--- config.mk ---
export PLATFORM = sky130hd
export DESIGN_NAME = seq_table_ctrl
export DESIGN_NICKNAME = d
export VERILOG_FILES = /design/src/rtl/seq_table_ctrl.sv
export SDC_FILE = /design/constraint.sdc
export NUM_CORES = 1
export LEC_CHECK = 0
export ABC_AREA = 0
export CORE_MARGIN = 2
export CORE_UTILIZATION = 30
export CTS_CLUSTER_DIAMETER = 40
export DETAILED_ROUTE_END_ITERATION = 7
export PLACE_DENSITY = 0.56
export SETUP_SLACK_MARGIN = 0.15
export SLEW_MARGIN = 20
export SYNTH_ARGS = -nofsm -noshare
export SYNTH_HDL_FRONTEND = slang
export SYNTH_SLANG_ARGS = --single-unit
--- constraint.sdc ---
create_clock -name clk -period 2.9 [get_ports clk]
set_clock_uncertainty 0.15 [all_clocks]
set_input_delay 0.58 -clock clk [delete_from_list [all_inputs] [get_ports clk]]
set_output_delay 0.58 -clock clk [all_outputs]
set_load 0.03 [all_outputs]
--- src/rtl/seq_table_ctrl.sv ---
// seq_table_ctrl: programmable code-table sequencer.
// Plays table entries one per adv strobe, one-shot or looping.
module seq_table_ctrl #(
    parameter int WIDTH = 4,
    parameter int DEPTH = 8,
    parameter int AW    = 3
) (
    input  logic             clk,
    input  logic             rst_n,
    input  logic             cfg_we,
    input  logic [AW-1:0]    cfg_addr,
    input  logic [WIDTH-1:0] cfg_data,
    input  logic             len_we,
    input  logic [AW:0]      len_data,
    input  logic             loop,
    input  logic             start,
    input  logic             stop,
    input  logic             adv,
    output logic [WIDTH-1:0] seq_out,
    output logic             seq_valid,
    output logic [AW-1:0]    cur_idx,
    output logic             busy,
    output logic             done,
    output logic             wrap,
    output logic             cfg_err
);

    typedef enum logic {
        IDLE,
        RUN
    } state_t;

    state_t           state;
    state_t           state_n;
    logic [WIDTH-1:0] tbl [DEPTH];
    logic [AW:0]      len;
    logic [AW:0]      last;
    logic             at_end;
    logic             len_ok;

    logic [AW-1:0]    idx_n;
    logic [WIDTH-1:0] out_n;
    logic             valid_n;
    logic             done_n;
    logic             wrap_n;
    logic             err_n;
    logic             tbl_wr;
    logic             len_wr;

    // Reset contents reproduce the legacy fixed 0,2,5,8,11,14 counter.
    function automatic logic [WIDTH-1:0] dflt(input int i);
        case (i)
            1:       return WIDTH'(2);
            2:       return WIDTH'(5);
            3:       return WIDTH'(8);
            4:       return WIDTH'(11);
            5:       return WIDTH'(14);
            default: return '0;
        endcase
    endfunction

    assign last   = len - (AW+1)'(1);
    assign at_end = ({1'b0, cur_idx} >= last);
    assign len_ok = (len_data != '0) &&
                    (len_data <= (AW+1)'(DEPTH));
    assign busy   = (state == RUN);

    always_comb begin
        state_n = state;
        idx_n   = cur_idx;
        out_n   = seq_out;
        valid_n = seq_valid;
        done_n  = 1'b0;
        wrap_n  = 1'b0;
        err_n   = 1'b0;
        tbl_wr  = 1'b0;
        len_wr  = 1'b0;
        unique case (state)
            IDLE: begin
                tbl_wr = cfg_we;
                if (len_we) begin
                    if (len_ok) begin
                        len_wr = 1'b1;
                    end else begin
                        err_n = 1'b1;
                    end
                end
                if (start && !stop) begin
                    state_n = RUN;
                    idx_n   = '0;
                    out_n   = tbl[0];
                    valid_n = 1'b1;
                end
            end
            RUN: begin
                err_n = cfg_we || len_we;
                if (stop) begin
                    state_n = IDLE;
                    valid_n = 1'b0;
                end else if (adv) begin
                    if (!at_end) begin
                        idx_n = cur_idx + AW'(1);
                        out_n = tbl[cur_idx + AW'(1)];
                    end else if (loop) begin
                        idx_n  = '0;
                        out_n  = tbl[0];
                        wrap_n = 1'b1;
                    end else begin
                        state_n = IDLE;
                        valid_n = 1'b0;
                        done_n  = 1'b1;
                    end
                end
            end
            default: begin
                state_n = IDLE;
                valid_n = 1'b0;
            end
        endcase
    end

    always_ff @(posedge clk or negedge rst_n) begin
        if (!rst_n) begin
            state     <= IDLE;
            cur_idx   <= '0;
            seq_out   <= '0;
            seq_valid <= 1'b0;
            done      <= 1'b0;
            wrap      <= 1'b0;
            cfg_err   <= 1'b0;
        end else begin
            state     <= state_n;
            cur_idx   <= idx_n;
            seq_out   <= out_n;
            seq_valid <= valid_n;
            done      <= done_n;
            wrap      <= wrap_n;
            cfg_err   <= err_n;
        end
    end

    always_ff @(posedge clk or negedge rst_n) begin
        if (!rst_n) begin
            for (int i = 0; i < DEPTH; i++) begin
                tbl[i] <= dflt(i);
            end
            len <= (AW+1)'(6);
        end else begin
            if (tbl_wr) begin
                tbl[cfg_addr] <= cfg_data;
            end
            if (len_wr) begin
                len <= len_data;
            end
        end
    end

endmodule

==> Implementation_results.wiki <==
{| class="wikitable"
! Metric !! Value
|-
| H-tree depth || 2
|-
| Overall Power || 0.002303 W
|-
| P per Cell Area || 788.5 nW/um^2
|-
| Largest family of logic cells by synthesized area || multiplexers
|-
| Max Cap Violations || 0
|-
| Total number of placement rows || 32
|-
| CP startpoint kind || register
|-
| Count of pins over their slew limit || 0
|-
| Commonest register cell after synthesis || sky130_fd_sc_hd__dfrtp_1
|-
| Via Count || roughly 1.5k
|-
| Chip width || approximately 93 um
|-
| CTS hold repair buffers || 0
|-
| Number of antenna violations at the first check in global routing || 0
|-
| Routed len/inst || about 15 um
|-
| CTS tree || yes
|-
| Post-synth design cell area || 2379 sq um
|-
| Core utilization of the finished layout || 0.3799
|-
| Number of primary I/O pins || 31
|-
| Diodes inserted || 0
|-
| Period utilization || 0.8669
|-
| Buffer depth of the longest clock path || 2
|-
| Most frequent cell on the critical path || sky130_fd_sc_hd__ha_1
|-
| Class of the most critical hold timing path || in2async
|-
| Status || complete, no violations
|-
| Residual DRC count || 0
|-
| Root buffer cell || sky130_fd_sc_hd__clkbuf_8
|-
| Maximum number of pins on one net before global-route repair || 49
|-
| Post-synthesis mux area share || 0.2883
|-
| Relative slew slack || 0.5896
|-
| Kind of capture point of the worst setup path || register
|-
| Post-synthesis xor/xnor area fraction || 0.01473
|-
| Post-synthesis to final-layout area growth || 22.78%
|-
| Synth top area share || 0.3787
|-
| Average instance area after synthesis || 13.75 sq um
|-
| Final setup viols || 0
|-
| Leakage || about 1.2 nW
|-
| Worst slew pin tran || 615.7 ps
|-
| Cell types occupying the most area after synthesis || sky130_fd_sc_hd__dfrtp_1 (38%), sky130_fd_sc_hd__mux2_2 (18%), sky130_fd_sc_hd__dfstp_2 (13%)
|-
| Cell type with the largest total area after synthesis || sky130_fd_sc_hd__dfrtp_1
|-
| Final global-route overflow total || 0
|-
| Post-detailed-route via-to-cell ratio || 4.718
|-
| Initial DRC count || 35
|-
| Worst Path Arrival || approximately 2600 ps
|-
| Antenna-violating nets left || 0
|-
| Total Nets Final || 233
|-
| Global placement routability congestion || 0.6969
|-
| Worst stage delay on the critical path || 540 ps
|-
| Combined buffer and inverter count along the critical path || 2
|-
| Number of flops mapped to enable cells by yosys || 0
|-
| Placed wire-length estimate || 3403 um
|-
| Wire length of the first global-routing pass || 8004 um
|-
| Slowest cell on the critical path || sky130_fd_sc_hd__dfstp_2
|-
| Asr flop ratio synth || 1.000
|-
| Router iterations before antenna repair || 4
|-
| Area fraction in and, or, nand and nor cells after synthesis || 0.08785
|-
| Setup repair bufs after CTS || 0
|-
| Number of cells on the critical path || 9
|-
| Clock-pin slew of the registers on the worst-case setup and hold paths || about 90 ps
|-
| Post-synthesis share of cell area spent on full adders, half adders and majority gates || 0.02630
|-
| Vias in the first global route || 1536
|-
| Chip Height || 93.04 um
|-
| Effective utilization at floorplan || 0.3094
|-
| Syn_nets || 197
|-
| Resize count post-CTS || 0
|-
| Port Buf Inserts || 30
|-
| Final Routed Wirelength || 4724 um
|-
| Yosys warning count || 0
|-
| Data required time at the worst endpoint || between 2000 and 3000 ps
|-
| Cell count after synthesis || about 170
|-
| Clock network latency to the later pin of the worst-skew pair || 300 ps
|-
| Synthesized flop and latch total || 48
|-
| Sequential element share of the synthesized area || 0.5113
|-
| Number of distinct library cells after synthesis || 36
|-
| Critical path cell sequence || inv_1, ha_1, xnor2_1, ha_1, a21o_1, a31oi_1, buf_4, o31ai_1, mux2_2
|-
| Full die area || around 8700 sq um
|-
| Total track usage || 0.1213
|-
| Setup repair after global routing missed its margin || false
|-
| Largest delay contributor family on the critical path || flip-flops
|-
| Cells on worst reg2reg path || 9
|-
| Category of the critical setup timing path || reg2reg
|-
| Maximum frequency from static timing analysis || roughly 0.40 GHz
|-
| TritonCTS Sinks || 48
|-
| Fraction of the mapped netlist area in compound gates || 0.04682
|-
| TritonCTS Buffers || 5
|-
| Setup Total Neg Slack || 0 ps
|-
| Total count of hold-check failures in the final report || 0
|-
| Fraction of layout cells with a size suffix above 1 || 0.3238
|-
| Max Fanout on Critical Path || 5
|-
| Core Box Area || ~7700 sq um
|-
| Max VDD drop || 0.0003093 V
|-
| Final min period || between 2000 and 3000 ps
|}
-- Yosys cell counts, types with 2 or more instances --
master                     count
sky130_fd_sc_hd__ha_1          5
sky130_fd_sc_hd__mux4_1        7
sky130_fd_sc_hd__dfstp_2      12
sky130_fd_sc_hd__buf_2         2
sky130_fd_sc_hd__buf_6         2
sky130_fd_sc_hd__nor3_1        2
sky130_fd_sc_hd__nor4b_1       2
sky130_fd_sc_hd__nand2b_1      3
sky130_fd_sc_hd__nand3b_1      4
sky130_fd_sc_hd__o21ai_1       5
sky130_fd_sc_hd__nand2_1      11
sky130_fd_sc_hd__mux2_2       39
sky130_fd_sc_hd__nor2_1        6
sky130_fd_sc_hd__mux2i_1       4
sky130_fd_sc_hd__dfrtp_1      36
sky130_fd_sc_hd__xor2_1        3
sky130_fd_sc_hd__o21ai_0       3
sky130_fd_sc_hd__nor3b_1       3
sky130_fd_sc_hd__a21oi_1       2
sky130_fd_sc_hd__nor3b_2       2
sky130_fd_sc_hd__inv_1         5
-- layout by cell type, fill, tap and decap left out, types with 4 or more instances in the layout --
| cell type | n |
|---|---|
| sky130_fd_sc_hd__buf_4 | 5 |
| sky130_fd_sc_hd__clkbuf_8 | 6 |
| sky130_fd_sc_hd__clkdlybuf4s50_1 | 29 |
| sky130_fd_sc_hd__dfrtp_1 | 36 |
| sky130_fd_sc_hd__dfstp_2 | 12 |
| sky130_fd_sc_hd__ha_1 | 5 |
| sky130_fd_sc_hd__inv_1 | 5 |
| sky130_fd_sc_hd__mux2_2 | 39 |
| sky130_fd_sc_hd__mux2i_1 | 4 |
| sky130_fd_sc_hd__mux4_1 | 7 |
| sky130_fd_sc_hd__nand2_1 | 11 |
| sky130_fd_sc_hd__nand3b_1 | 4 |
| sky130_fd_sc_hd__nor2_1 | 6 |
| sky130_fd_sc_hd__o21ai_1 | 5 |
-- per-layer routing --
metal	wire, um	GRT usage	up-vias	share of wire
met5	0	0	-	0
met4	67	0.04779	0	0.014
met3	163	0.02417	5	0.035
met2	2215	0.1812	24	0.47
met1	2278	0.1738	734	0.48
li1	-	-	709	-
-- metrics by stage --
stage	cell area, sq um	setup slack [ps]	instances	hold slack [ps]
floorplan	2379	494.4	173	134.4
global placement	2799	445.5	304	320.2
detailed placement	2799	392.5	304	330.8
CTS	2920	376.8	312	234.1
global route	2920	177.6	312	258.2
finish	2920	385.9	312	222.4
-- layout make-up --
type / instances / area, sq um
Fill cell: 757 / 4767
Sequential cell: 48 / 1216
Multi-Input combinational cell: 114 / 1104
Timing Repair Buffer: 35 / 332.8
Tap cell: 102 / 127.6
Clock buffer: 6 / 82.58
Clock inverter: 2 / 38.79
Inverter: 5 / 18.77
-- worst reg2reg max path, stage by stage, from the launching register on --
cell and delay (ps):
sky130_fd_sc_hd__dfstp_2 540, sky130_fd_sc_hd__inv_1 50, sky130_fd_sc_hd__ha_1 180, sky130_fd_sc_hd__xnor2_1 130, sky130_fd_sc_hd__ha_1 290, sky130_fd_sc_hd__a21o_1 110, sky130_fd_sc_hd__a31oi_1 40, sky130_fd_sc_hd__buf_4 160
sky130_fd_sc_hd__o31ai_1 380, sky130_fd_sc_hd__mux2_2 380
-- final timing paths --
| check | to | slack [ps] | from |
|---|---|---|---|
| min in group clk | seq_out[1] | 340 | seq_out[1] |
| hold / removal | cfg_err | 220 | rst_n |
| max in group asynchronous | seq_out[0] | 1970 | rst_n |
| setup / recovery | cur_idx[0] | 390 | len[1] |
| hold reg to reg | seq_out[1] | 340 | seq_out[1] |
| setup reg to reg | cur_idx[0] | 390 | len[1] |
-- power breakdown --
| group | total [W] | internal (W) | switching, W |
|---|---|---|---|
| Clock | 0.000509 | 0.000282 | 0.000227 |
| Combinational | 0.000831 | 0.000447 | 0.000384 |
| Sequential | 0.000962 | 0.000866 | 0.0000967 |
| Total | 0.00230 | 0.00160 | 0.000708 |
-- kinds of logic (layout without fill, tap and decap cells) --
logic type / after synthesis / count (layout)
multiplexers: 51 / 51
flip-flops: 48 / 48
AND/OR/NAND/NOR: 36 / 36
AO/OA/AOI/OAI: 18 / 18
buffers and inverters: 11 / 48
adder cells (fa/ha/maj): 5 / 5
XOR/XNOR: 4 / 4
-- sequential cells by signal (all words and copies together) (netlist names) --
name and flops:
cur_idx 3, cfg_err 1, seq_out 4, busy 1, done 1, wrap 1, seq_valid 1, len 4
tbl 32
Note: power is estimated with default switching activity, not from simulation.
